$ cat src/rtl/uart_tx_fifo.sv
// rtl/uart_tx_fifo.sv - 16-entry byte FIFO with a launch sequencer for a UART transmitter.
// Each stored byte is held on tx_data for its whole frame; start_trigger pulses once per byte.
module uart_tx_fifo #(
  parameter int ADDR_W = 4,
  parameter int DATA_W = 8
) (
  input  logic              clk,
  input  logic              rst,
  input  logic              wr_en,
  input  logic [DATA_W-1:0] wr_data,
  output logic              full,
  output logic              empty,
  output logic [ADDR_W:0]   count,
  output logic              overflow,
  input  logic              tx_busy,
  input  logic              tx_done,
  output logic              start_trigger,
  output logic [DATA_W-1:0] tx_data
);

  localparam int DEPTH = 1 << ADDR_W;

  typedef enum logic [1:0] {IDLE, START, WAIT} state_t;

  state_t            state;
  logic [DATA_W-1:0] mem [DEPTH];
  logic [ADDR_W-1:0] wr_ptr;
  logic [ADDR_W-1:0] rd_ptr;
  logic              push;
  logic              pop;

  assign full  = (count == (ADDR_W+1)'(DEPTH));
  assign empty = (count == '0);
  // Full is judged on the current count, so a pop in the same cycle never frees room for a push.
  assign push  = wr_en && !full;
  assign pop   = (state == IDLE) && !empty && !tx_busy;

  always_ff @(posedge clk) begin
    if (push) begin
      mem[wr_ptr] <= wr_data;
    end
  end

  always_ff @(posedge clk) begin
    if (rst) begin
      wr_ptr        <= '0;
      rd_ptr        <= '0;
      count         <= '0;
      overflow      <= 1'b0;
      start_trigger <= 1'b0;
      tx_data       <= '0;
      state         <= IDLE;
    end else begin
      overflow <= wr_en && full;

      if (push) begin
        wr_ptr <= wr_ptr + 1'b1;
      end

      case ({push, pop})
        2'b10:   count <= count + 1'b1;
        2'b01:   count <= count - 1'b1;
        default: count <= count;
      endcase

      // tx_data is only ever loaded on the IDLE->START edge; the transmitter reads it live.
      case (state)
        IDLE: begin
          if (pop) begin
            tx_data       <= mem[rd_ptr];
            rd_ptr        <= rd_ptr + 1'b1;
            start_trigger <= 1'b1;
            state         <= START;
          end
        end
        START: begin
          start_trigger <= 1'b0;
          state         <= WAIT;
        end
        WAIT: begin
          if (tx_done) begin
            state <= IDLE;
          end
        end
        default: begin
          start_trigger <= 1'b0;
          state         <= IDLE;
        end
      endcase
    end
  end

endmodule
$ cat config.mk
export PLATFORM = sky130hd
export DESIGN_NAME = uart_tx_fifo
export DESIGN_NICKNAME = d
export VERILOG_FILES = /design/src/rtl/uart_tx_fifo.sv
export SDC_FILE = /design/constraint.sdc
export NUM_CORES = 1
export LEC_CHECK = 0
export CORE_ASPECT_RATIO = 0.9
export CORE_MARGIN = 2
export CORE_UTILIZATION = 60
export CTS_CLUSTER_DIAMETER = 60
export CTS_CLUSTER_SIZE = 20
export DETAILED_ROUTE_END_ITERATION = 6
export GPL_ROUTABILITY_DRIVEN = 0
export PLACE_DENSITY = 0.83
export SKIP_CTS_REPAIR_TIMING = 1
export SLEW_MARGIN = 20
export SYNTH_ARGS = -nofsm -noshare
export SYNTH_HDL_FRONTEND = slang
export SYNTH_SLANG_ARGS = --single-unit
$ cat constraint.sdc
create_clock -name clk -period 7.7 [get_ports clk]
set_clock_uncertainty 0.2 [all_clocks]
set_input_delay 1.155 -clock clk [delete_from_list [all_inputs] [get_ports clk]]
set_output_delay 1.155 -clock clk [all_outputs]
set_load 0.03 [all_outputs]
Word level (Yosys, flattened, before mapping)
Memory sizes are Yosys's and may differ from the RTL's. A register that Yosys moved wholly into a read port is not among the register bits.
Cells that the tools add are included.
{"block": "word_totals", "memories": 1, "reg_bits": 17, "mem_bits_rw": 128, "input_bits": 13}
{"block": "op_classes", "n_reduce_logical": 13, "n_bitwise": 1, "mux": 8, "eq_ne": 7, "add_sub_neg": 4}
{"memory": "mem", "words": 16, "word_bits": 8, "rd": 1, "rd_clocked_by_memory_dff": 1, "wr": 1, "line_no": "26", "source": "logic [DATA_W-1:0] mem [DEPTH];"}
{"operator": "one-hot mux 5 bit (2 select lines)", "count": 1}
{"operator": "adder 4 x 1 -> 4 bit (second input constant)", "count": 2}
{"operator": "one-hot mux 2 bit (3 select lines)", "count": 1}
{"operator": "AND reduction 2 bit", "count": 3}
{"operator": "adder 5 x 1 -> 5 bit (second input constant)", "count": 1}
{"operator": "equality test 5 bit (second input constant)", "count": 1}
{"operator": "zero test 5 bit", "count": 1}
{"operator": "subtractor 5 x 1 -> 5 bit (second input constant)", "count": 1}
{"operator": "equality test 2 x 1 -> 1 bit (second input constant)", "count": 2}
{"operator": "equality test 2 bit (second input constant)", "count": 2}
{"operator": "logical AND 1 bit", "count": 4}
{"operator": "two-way mux 2 bit", "count": 2}
{"operator": "inequality test 2 bit (second input constant)", "count": 2}
{"operator": "zero test 1 bit", "count": 3}
{"operator": "two-way mux 1 bit", "count": 3}
{"operator": "zero test 2 bit", "count": 1}
{"operator": "one-hot mux 1 bit (2 select lines)", "count": 1}
{"operator": "nonzero test 2 bit", "count": 1}
{"operator": "inverter 1 bit", "count": 1}

Longest topological paths before layout
Gate-level depths: netlist of run 1.
{"block": "depth", "ltp_word": 6, "depth_mapped": 14}

Worst setup path before layout of run 1
OpenSTA, ideal clock, no wires.
{"block": "synth_path", "path_kind": "input to register", "from": "input tx_busy", "to": "register count[4]", "path_stages": 12, "t_required_ns": 7.379, "slack_ns": 3.744, "setup_ns": 0.121, "arrival_time_ns": 3.635, "cell_sequence": "or4_1 buf_4 inv_6 buf_6 ha_1 inv_1 fa_1 nor2b_1 o21ai_0 nand3_1 or3b_2 mux2_2"}
{"block": "synth_between", "elab_chain_len": 4}
{"element": "from (decl)", "line_no": "15", "source": "input logic tx_busy,"}
{"element": "zero test 1 bit (*)", "line_no": "36", "source": "assign pop = (state == IDLE) && !empty && !tx_busy;"}
{"element": "logical AND 1 bit (*)", "line_no": "36"}
{"element": "equality test 2 x 1 -> 1 bit or equality test 2 bit (tied branches)", "line_no": "60", "source": "case ({push, pop})"}
{"element": "one-hot mux 5 bit (2 select lines) or nonzero test 2 bit (tied branches)"}
{"element": "to (signal assigned)", "line_no": "61", "source": "2'b10: count <= count + 1'b1;"}
{"element": "to (signal assigned)", "line_no": "62", "source": "2'b01: count <= count - 1'b1;"}
{"element": "to (signal assigned)", "line_no": "63", "source": "default: count <= count;"}
{"element": "to (decl)", "line_no": "13", "source": "output logic [ADDR_W:0] count,"}
Every way passes the cells marked *; elsewhere a longest branch is shown, timed or not.
A chain may end at the register's enable or synchronous reset.

Final worst setup path of run 1
Same ends and word-level chain as after synthesis.

==> key figures, run 1 <==
Timing
  • Setup_tns: 0 ns
  • Hold slack final: 0.288 ns
  • Max-slew violation count: 0
  • Minimum clock period: 4.21 ns
  • Worst slew pin tran: 1.09 ns
  • Finish-stage setup viols: 0
  • Max transition margin: 0.274
  • Fmax: 238 MHz
  • Final hold vios: 0
  • RSZ-0062 raised after global routing: false
  • Final worst path period share: 0.546

CTS
  • Clk sinks: 153
  • Later-pin clock latency in the skew report: 0.42 ns
  • CTS Buf Count: 17
  • TritonCTS clock tree: yes
  • Clock root cell: clkbuf_16
  • Deepest clock path buffer count: 2
  • Clock slew at reported path FFs: 0.06 ns
  • Htree depth: 4

Layout
  • Layout cells sized above 1: 0.135
  • Diode count: 0
  • Net count, final: 440
  • Area grow syn2layout: 15.9%
  • Filler cells: 595

Logic synthesis
  • Unique masters post-synth: 39
  • Post-Synth Adder-Cell Area: 0.0218
  • Leading area contributor after synthesis: edfxtp_1
  • Synth top area share: 0.631
  • Synth area leaders: edfxtp_1 63%, dfxtp_1 8.2%, mux2i_1 7.2%, mux4_2 4.1%, nor2_1 2.6%
  • Seq cells post-synth: 153
  • Synth Area in Compound Gates: 0.0521
  • Syn Area/Cell: 15.8 µm²
  • Largest family of logic cells by synthesized area: multiplexers
  • Syn nets: 410
  • Cell area after synthesis: 6100 µm²
  • Simple-gate share of the synthesized area: 0.0634
  • Post-Synth XOR/XNOR Area: 0.0115
  • Number of cells produced by synthesis: 387
  • YS warnings: 0
  • Post-synthesis mux area share: 0.115
  • Seq/Total Area, Yosys: 0.713

Drt
  • Remaining DRCs: 0
  • Vias per inst: 6.04
  • DRT Pass-1 Iters: 5
  • WL/cell: 21.5 µm
  • Post-DRT Antenna Nets: 0
  • Max Used Layer: met4
  • Routed wl met2: 5.86 mm
  • DRT iter0 DRCs: 269
  • Met1 Wirelength: 4.92 mm
  • Vias: 3359
  • Met3 routed WL: 855 µm
  • Final WL: 11.9 mm

Worst hold path
  • Hold Path Class: flip-flop to flip-flop

Die
  • CORE AREA: 9780 µm²
  • Die W: 110 µm
  • Num rows: 34
  • Die ar.: 11000 µm²
  • Starting Density: 0.623
  • Ports: 30
  • Die H: 99.6 µm

Pwr
  • Peak VDD IR: 274 µV
  • Leakage: 0.00226 µW
  • PwrDens: 335 nW/µm²
  • Overall power: 2370 µW

GRT
  • Largest net degree at the start of global routing: 44
  • Grt total ovfl: 0
  • Vias in the first global route: 3329
  • Total track usage: 0.237
  • First-pass GRT wire length: 18.1 mm
  • Antenna violations before repair: 0

Status
  • Outcome: finished clean

Worst setup path
  • CP Class: input pin to flip-flop
  • CP Launch Type: input pin
  • Worst setup EP type: flip-flop
  • Critical Path AT: 4.31 ns
  • Crit path max fanout: 16
  • WP data required: 7.81 ns

Flow run
  • Max-cap viol count: 0

Place
  • Post-DP HPWL: 7.50 mm
  • Port bufs: 29
[synthesized netlist by cell type (all sizes together)]
library cell and n:
a211oi 5, a21boi 1, a21o 1, a21oi 12
a22oi 3, a311oi 3, and2 1, buf 12
clkbuf 9, dfxtp 25, edfxtp 128, fa 1
ha 9, inv 10, mux2 1, mux2i 44
mux4 11, nand2 10, nand2b 3, nand3 2
nand3b 2, nand4 2, nor2 42, nor2b 4
nor3 10, nor3b 1, nor4 1, o21ai 1
o22ai 21, or3 1, or3b 2, or4 1
xnor2 3, xor2 5
[metal layers]
metal | up-vias | track usage
met4 | 0 | 0.116
li1 | 1539 | -
met1 | 1665 | 0.310
met5 | - | 0
met3 | 23 | 0.0740
met2 | 132 | 0.363
[power breakdown]
part	leakage [µW]	switching (µW)	internal [µW]	total (µW)
Clock	0.000278	330	489	819
Sequential	0.00136	66.7	959	1030
Combinational	0.000619	303	220	523
Total	0.00226	700	1670	2370
[worst max-delay path, stage by stage]
cell,delay (ns)
clkdlybuf4s50_1,0.39
or4_1,0.70
inv_6,0.23
ha_1,0.25
inv_1,0.11
fa_1,0.39
nor2b_1,0.16
o21ai_0,0.12
nand3_1,0.09
or3b_2,0.44
mux2_2,0.27
[final cells by class]
class                   instances  area [µm²]  area share
clock buffers                  20         447      0.0632
flip-flops and latches        153        4350       0.615
clock inverters                12         140      0.0198
well taps                     126         158      0.0223
multi-input cells             203        1620       0.229
inverters                      10        42.5     0.00602
repair buffers                 32         313      0.0443
[cell usage in the layout, fill, tap and decap left out, drive strengths merged, types with 2 or more instances in the layout]
master,n
mux4,11
edfxtp,128
clkinvlp,3
o22ai,21
mux2i,44
xnor2,3
or3b,2
ha,9
nand3,2
a311oi,3
nor3,10
nor2b,4
a21oi,12
nor2,42
inv,13
dfxtp,25
nand4,2
buf,3
clkbuf,20
a211oi,5
bufinv,2
nand2b,3
xor2,5
nand2,10
nand3b,2
clkdlybuf4s50,29
clkinv,4
a22oi,3
[kinds of logic after synthesis]
kind of cell,count (synthesis)
flip-flops,153
AND/OR/NAND/NOR,82
multiplexers,56
AO/OA/AOI/OAI,47
buffers and inverters,31
adder cells (fa/ha/maj),10
XOR/XNOR,8
[final timing paths]
| kind | start | to | slack, ns | cells after the start |
|---|---|---|---|---|
| min | start_trigger | start_trigger | 0.29 | 2 |
| min reg2reg | start_trigger | start_trigger | 0.29 | 2 |
| max | tx_busy | count[4] | 3.49 | 11 |
| max reg2reg | count[0] | count[4] | 3.99 | 12 |
[state kept, by name (all words and copies together) (netlist names)]
name / cells
state: 2
mem: 128
count: 5
start_trigger: 1
wr_ptr: 4
tx_data: 8
overflow: 1
rd_ptr: 4
[stage by stage]
stage	setup slack (ns)	util	instances	cell area, µm²
after floorplan	3.74	-	387	6100
after detailed placement	3.09	0.661	524	6470
after global routing	3.33	0.722	556	7060
final	3.49	0.722	556	7060
after CTS	3.50	0.721	556	7060
after global placement	3.18	0.661	524	6470
Power figures use the tool's default switching activity.
==> inputs of run 2 (changes only) <==
--- a/config.mk
+++ b/config.mk
@@ -7,12 +7,12 @@
 export LEC_CHECK = 0
 export CORE_ASPECT_RATIO = 0.9
 export CORE_MARGIN = 2
-export CORE_UTILIZATION = 60
+export CORE_UTILIZATION = 54
 export CTS_CLUSTER_DIAMETER = 60
 export CTS_CLUSTER_SIZE = 20
 export DETAILED_ROUTE_END_ITERATION = 6
 export GPL_ROUTABILITY_DRIVEN = 0
-export PLACE_DENSITY = 0.83
+export PLACE_DENSITY = 0.8
 export SKIP_CTS_REPAIR_TIMING = 1
 export SLEW_MARGIN = 20
 export SYNTH_ARGS = -nofsm -noshare
==> constraint.sdc (replaced) <==
create_clock -name clk -period 3.5 [get_ports clk]
set_clock_uncertainty 0.2 [all_clocks]
set_input_delay 0.525 -clock clk [delete_from_list [all_inputs] [get_ports clk]]
set_output_delay 0.525 -clock clk [all_outputs]
set_load 0.03 [all_outputs]
==> key figures, run 2 (synthesis gave the netlist of run 1 again) <==
Status
  • Outcome: finished clean (unchanged)

Worst hold path
  • WHS Path Cells: 2 (unchanged)
  • Hold Path Class: flip-flop to flip-flop (unchanged)

Layout
  • Layout cells sized above 1: 0.185 (was 0.135)
  • Most common cell after layout, fill and taps aside: edfxtp_1 (unchanged)
  • Largest register FFs: 128 (unchanged)
  • Area grow syn2layout: 19.6% (was 15.9%)
  • Fin area: 7290 µm² (was 7060 µm²)
  • Diode count: 0 (unchanged)
  • Non-Filler Instances: 605 (was 556)
  • Net count, final: 463 (was 440)
  • Top Registers: mem: 128 flops, tx_data: 8 flops, count: 5 flops (unchanged)
  • Most frequent cells in the layout: 128 x edfxtp_1, 44 x mux2i_1, 42 x nor2_1, 29 x clkdlybuf4s50_1, 25 x buf_4 (was 128 x edfxtp_1, 44 x mux2i_1, 42 x nor2_1, 29 x clkdlybuf4s50_1, 23 x dfxtp_1)
  • Most flop-heavy register: mem (unchanged)
  • Filler cells: 771 (was 595)

Place
  • Port bufs: 29 (unchanged)
  • Inst Count DP: 573 (was 524)
  • Post-DP HPWL: 7.79 mm (was 7.50 mm)
  • Dpl cell area: 6690 µm² (was 6470 µm²)

Drt
  • Post-DRT Antenna Nets: 0 (unchanged)
  • WL/cell: 20.1 µm (was 21.5 µm)
  • Final WL: 12.2 mm (was 11.9 mm)
  • DRT iter0 DRCs: 294 (was 269)
  • Remaining DRCs: 0 (unchanged)
  • Vias per inst: 5.65 (was 6.04)
  • Vias: 3421 (was 3359)
  • DRT Pass-1 Iters: 4 (was 5)

Pwr
  • Leakage: 0.00237 µW (was 0.00226 µW)
  • Peak VDD IR: 589 µV (was 274 µV)
  • PwrDens: 729 nW/µm² (was 335 nW/µm²)

Timing
  • Setup_tns: 0 ns (unchanged)
  • Fmax: 306 MHz
  • Max transition margin: 0.557 (was 0.274)
  • Max-slew violation count: 0 (unchanged)
  • Final worst path period share: 0.934
  • Minimum clock period: 3.27 ns
  • Hold slack final: 0.274 ns (was 0.288 ns)
  • Worst slew pin tran: 0.663 ns (was 1.09 ns)
  • RSZ-0062 raised after global routing: false (unchanged)
  • Finish-stage setup viols: 0 (unchanged)
  • Final hold vios: 0 (unchanged)

CTS
  • Clk sinks: 153 (unchanged)
  • TritonCTS clock tree: yes (unchanged)
  • Htree depth: 4 (unchanged)
  • Later-pin clock latency in the skew report: 0.42 ns (about the same)
  • CTS Buf Count: 17 (unchanged)
  • Clock root cell: clkbuf_16 (unchanged)
  • Clock slew at reported path FFs: 0.06 ns (about the same)
  • Deepest clock path buffer count: 2 (unchanged)

GRT
  • Vias in the first global route: 3540 (was 3329)
  • Total track usage: 0.220 (was 0.237)
  • Grt total ovfl: 0 (unchanged)
  • Antenna violations before repair: 0 (unchanged)
  • Largest net degree at the start of global routing: 56 (was 44)
  • First-pass GRT wire length: 19.3 mm (was 18.1 mm)

Die
  • Starting Density: 0.559 (was 0.623)
  • Die ar.: 12200 µm² (was 11000 µm²)
  • Ports: 30 (unchanged)
  • Die H: 105 µm (was 99.6 µm)
  • CORE AREA: 10900 µm² (was 9780 µm²)
  • Num rows: 36 (was 34)
  • Die W: 116 µm (was 110 µm)

Worst setup path
  • CP Class: flip-flop to flip-flop (was input pin to flip-flop)
  • Critical path, cell by cell: nor4_2, and2_4, or4_1, inv_6, ha_1, inv_1, fa_1, nor2b_1, o21ai_0, nand3_1, or3b_2, mux2_2 (was clkdlybuf4s50_1, or4_1, inv_6, ha_1, inv_1, fa_1, nor2b_1, o21ai_0, nand3_1, or3b_2, mux2_2)
  • CP max stage delay: 0.50 ns (was 0.70 ns)
  • Critical Path AT: 3.37 ns (was 4.31 ns)
  • Worst setup EP type: flip-flop (unchanged)
  • WP data required: 3.60 ns (was 7.81 ns)
  • CP max stage cell: or4_1 (unchanged)
  • Length in cells of the worst reg-to-reg path: 12 (unchanged)
  • CP Launch Type: flip-flop (was input pin)
  • Crit path max fanout: 5 (was 16)

Flow run
  • Max-cap viol count: 0 (unchanged)
## run 2: critical path: cells and delay by family (launching register included)
family	cells	cell delay, ns
buffers and inverters	2	0.17
AOI/OAI and AO/OA	1	0.12
and+or+nand+nor	6	1.44
muxes	1	0.28
adders and majority gates	2	0.58
DFF	1	0.37
## run 2: report_power, final
part           switching, µW  internal (µW)
registers                114           2110
clock network            721           1120
logic                    710            533
total                   1540           3770
## run 2: final timing paths
kind,from,end,slack (ns)
max,count[0],count[4],0.23
min,start_trigger,start_trigger,0.27
min reg2reg,start_trigger,start_trigger,0.27
max reg2reg,count[0],count[4],0.23
## run 2: area by class of cell
| class | instances | area, µm² | share of cell area |
|---|---|---|---|
| Multi-Input combinational cell | 203 | 1610 | 0.220 |
| Timing Repair Buffer | 55 | 498 | 0.0683 |
| Inverter | 10 | 42.5 | 0.00584 |
| Sequential cell | 153 | 4350 | 0.597 |
| Clock inverter | 15 | 175 | 0.0240 |
| Tap cell | 152 | 190 | 0.0261 |
| Clock buffer | 17 | 425 | 0.0584 |
## run 2: through the flow
step	util	power, µW	setup WS [ns]
2_1_floorplan	-	3060	0.0286
3_5_place_dp	0.614	3500	-0.137
5_1_grt	0.669	5530	0.112
4_1_cts	0.669	5340	0.234
6_report	0.669	5310	0.231
3_3_place_gp	0.614	3450	-0.0986
## run 2: layer usage
layer | wire (µm) | GRT usage | vias to the layer above
met4 | 195 | 0.0782 | 0
met1 | 4890 | 0.296 | 1697
met2 | 6080 | 0.347 | 128
li1 | - | - | 1582
met5 | 0 | 0 | -
met3 | 1030 | 0.0580 | 14
==> inputs of run 3 (changes only) <==
--- a/config.mk
+++ b/config.mk
@@ -5,6 +5,7 @@
 export SDC_FILE = /design/constraint.sdc
 export NUM_CORES = 1
 export LEC_CHECK = 0
+export ABC_AREA = 1
 export CORE_ASPECT_RATIO = 0.9
 export CORE_MARGIN = 2
 export CORE_UTILIZATION = 54
@@ -12,9 +13,10 @@
 export CTS_CLUSTER_SIZE = 20
 export DETAILED_ROUTE_END_ITERATION = 6
 export GPL_ROUTABILITY_DRIVEN = 0
-export PLACE_DENSITY = 0.8
+export PLACE_DENSITY = 0.79
 export SKIP_CTS_REPAIR_TIMING = 1
 export SLEW_MARGIN = 20
 export SYNTH_ARGS = -nofsm -noshare
 export SYNTH_HDL_FRONTEND = slang
 export SYNTH_SLANG_ARGS = --single-unit
+export TNS_END_PERCENT = 30
==> key figures, run 3 <==
Drt
  • Vias: 4773 (was 3421)
  • WL/cell: 17.4 µm (was 20.1 µm)
  • Remaining DRCs: 0 (unchanged)
  • DRT iter0 DRCs: 355 (was 294)
  • Final WL: 15.2 mm (was 12.2 mm)
  • DRT Pass-1 Iters: 5 (was 4)
  • Vias per inst: 5.45 (was 5.65)
  • Post-DRT Antenna Nets: 0 (unchanged)

Layout
  • Most common cell after layout, fill and taps aside: nand2_1 (was edfxtp_1)
  • Fin area: 7610 µm² (was 7290 µm²)
  • Most flop-heavy register: mem (unchanged)
  • Most frequent cells in the layout: 223 x nand2_1, 128 x edfxtp_1, 93 x nand3_1, 91 x inv_1, 38 x nor2_1 (was 128 x edfxtp_1, 44 x mux2i_1, 42 x nor2_1, 29 x clkdlybuf4s50_1, 25 x buf_4)
  • Filler cells: 933 (was 771)
  • Layout cells sized above 1: 0.0601 (was 0.185)
  • Diode count: 0 (unchanged)
  • Net count, final: 726 (was 463)
  • Area of the multi-input gates: 1810 µm² (was 1610 µm²)
  • Area grow syn2layout: 13.3% (was 19.6%)
  • Largest register FFs: 128 (unchanged)
  • Top Registers: mem: 128 flops, tx_data: 8 flops, count: 5 flops (unchanged)
  • Sequential cell area: 4350 µm² (about the same)

Logic synthesis
  • Synth area leaders: edfxtp_1 57%, nand2_1 12%, dfxtp_1 7.5%, nand3_1 6.9%, inv_1 5.1% (was edfxtp_1 63%, dfxtp_1 8.2%, mux2i_1 7.2%, mux4_2 4.1%, nor2_1 2.6%)
  • Cell area after synthesis: 6710 µm² (was 6100 µm²)
  • Number of cells produced by synthesis: 680 (was 387)
  • Dominant synthesized flop cell: edfxtp_1 (unchanged)
  • Synth top area share: 0.573 (was 0.631)
  • Post-synth ARST share: 0 (unchanged)
  • Number of flops mapped to enable cells by yosys: 128 (unchanged)
  • Syn nets: 703 (was 410)
  • Count leader, synth: nand2_1 (was edfxtp_1)
  • Leading area contributor after synthesis: edfxtp_1 (unchanged)
  • Unique masters post-synth: 29 (was 39)
  • Post-synth top cells: 223 x nand2_1, 128 x edfxtp_1, 93 x nand3_1 (was 128 x edfxtp_1, 44 x mux2i_1, 42 x nor2_1)
  • Seq cells post-synth: 153 (unchanged)
  • YS warnings: 0 (unchanged)
  • Syn Area/Cell: 9.87 µm² (was 15.8 µm²)
  • Seq/Total Area, Yosys: 0.647 (was 0.713)

Worst setup path
  • CP Launch Type: flip-flop (unchanged)
  • Critical Path AT: 2.84 ns (was 3.37 ns)
  • CP Class: flip-flop to flip-flop (unchanged)
  • WP data required: 3.64 ns (was 3.60 ns)
  • Worst setup EP type: flip-flop (unchanged)
  • Crit path max fanout: 7 (was 5)

Place
  • DP Worst Slack: 0.454 ns (was -0.137 ns)
  • Port bufs: 29 (unchanged)
  • Dpl cell area: 7040 µm² (was 6690 µm²)
  • Post-DP HPWL: 9.67 mm (was 7.79 mm)

Die
  • CORE AREA: 12100 µm² (was 10900 µm²)
  • Starting Density: 0.556 (was 0.559)
  • Ports: 30 (unchanged)
  • Die W: 122 µm (was 116 µm)
  • Die ar.: 13300 µm² (was 12200 µm²)
  • Die H: 110 µm (was 105 µm)
  • Num rows: 38 (was 36)

GRT
  • Total track usage: 0.247 (was 0.220)
  • Antenna violations before repair: 0 (unchanged)
  • First-pass GRT wire length: 24.2 mm (was 19.3 mm)
  • Grt total ovfl: 0 (unchanged)
  • Largest net degree at the start of global routing: 67 (was 56)
  • Vias in the first global route: 4863 (was 3540)

Worst hold path
  • Hold Path Class: flip-flop to flip-flop (unchanged)

Pwr
  • Leakage: 0.00320 µW (was 0.00237 µW)
  • Peak VDD IR: 494 µV (was 589 µV)
  • Overall power: 5620 µW (was 5310 µW)
  • PwrDens: 738 nW/µm² (was 729 nW/µm²)

Timing
  • Worst slew pin tran: 1.04 ns (was 0.663 ns)
  • Setup_tns: 0 ns (unchanged)
  • Hold slack final: 0.273 ns (was 0.274 ns)
  • Final worst path period share: 0.772 (was 0.934)
  • Finish-stage setup viols: 0 (unchanged)
  • Minimum clock period: 2.70 ns (was 3.27 ns)
  • Final WS setup: 0.798 ns (was 0.231 ns)
  • Final hold vios: 0 (unchanged)
  • Fmax: 370 MHz (was 306 MHz)
  • Max transition margin: 0.306 (was 0.557)
  • Max-slew violation count: 0 (unchanged)
  • RSZ-0062 raised after global routing: false (unchanged)

CTS
  • Htree depth: 4 (unchanged)
  • TritonCTS clock tree: yes (unchanged)
  • CTS Buf Count: 17 (unchanged)
  • Clock slew at reported path FFs: 0.06 ns (about the same)
  • Later-pin clock latency in the skew report: 0.42 ns (about the same)
  • Clk sinks: 153 (unchanged)
  • Clock root cell: clkbuf_16 (unchanged)
  • Deepest clock path buffer count: 2 (unchanged)

Flow run
  • Max-cap viol count: 0 (unchanged)

Status
  • Outcome: finished clean (unchanged)
## run 3: changes by cell type after synthesis, moves of 10 or more
| cell | previous run | this run |
|---|---|---|
| nor3_1 | 10 | 0 |
| nand2_1 | 10 | 223 |
| o22ai_1 | 21 | 0 |
| mux4_2 | 11 | 0 |
| mux2i_1 | 44 | 0 |
| nand3_1 | 2 | 93 |
| inv_1 | 9 | 91 |
## run 3: worst paths after layout
path                  from             to  slack (ns)  cells after the start
max               count[3]       count[4]        0.80                     13
min          start_trigger  start_trigger        0.27                      2
max reg2reg       count[3]       count[4]        0.80                     13
min reg2reg  start_trigger  start_trigger        0.27                      2
## run 3: report_power, final
part / switching [µW] / leakage [µW] / total [µW] / internal, µW
clock: 761 / 0.000272 / 1750 / 991
combinational: 1150 / 0.00157 / 1690 / 539
sequential: 76.9 / 0.00136 / 2180 / 2100
total: 1980 / 0.00320 / 5620 / 3630
## run 3: area by class of cell
type / instances / area share
clock buffers: 17 / 0.0559
inverters: 96 / 0.0475
repair buffers: 33 / 0.0421
well taps: 160 / 0.0263
multi-input cells: 402 / 0.238
clock inverters: 15 / 0.0187
flip-flops and latches: 153 / 0.571
## run 3: routing by layer
metal	up-vias	wire (µm)	GRT usage
met4	0	396	0.108
met1	2250	5780	0.300
met5	-	0	0
met2	238	7640	0.411
li1	2245	-	-
met3	40	1390	0.0747
## run 3: cells by family (layout without fill, tap and decap cells)
logic type,after synthesis,after routing,share of synthesized area
AOI/OAI and AO/OA,24,24,0.0192
xor gates and xnor gates,5,5,0.00652
adders and majority gates,10,10,0.0198
buffers and inverters,125,161,0.0828
DFF,153,153,0.647
and+or+nand+nor,363,363,0.225
## run 3: critical path, cell delays in order (launching register included)
cell,delay (ns)
dfxtp_1,0.37
nor2_1,0.15
nand4_1,0.17
nand2_2,0.20
ha_1,0.30
inv_1,0.09
fa_1,0.41
inv_1,0.08
nand2_1,0.07
a21boi_0,0.22
o21bai_1,0.12
nand2_1,0.09
nand2_1,0.06
a21oi_1,0.11
## run 3: metrics by stage
step / utilization / cells
2_1_floorplan: - / 680
3_3_place_gp: 0.583 / 844
3_5_place_dp: 0.583 / 844
4_1_cts: 0.630 / 876
5_1_grt: 0.630 / 876
6_report: 0.630 / 876
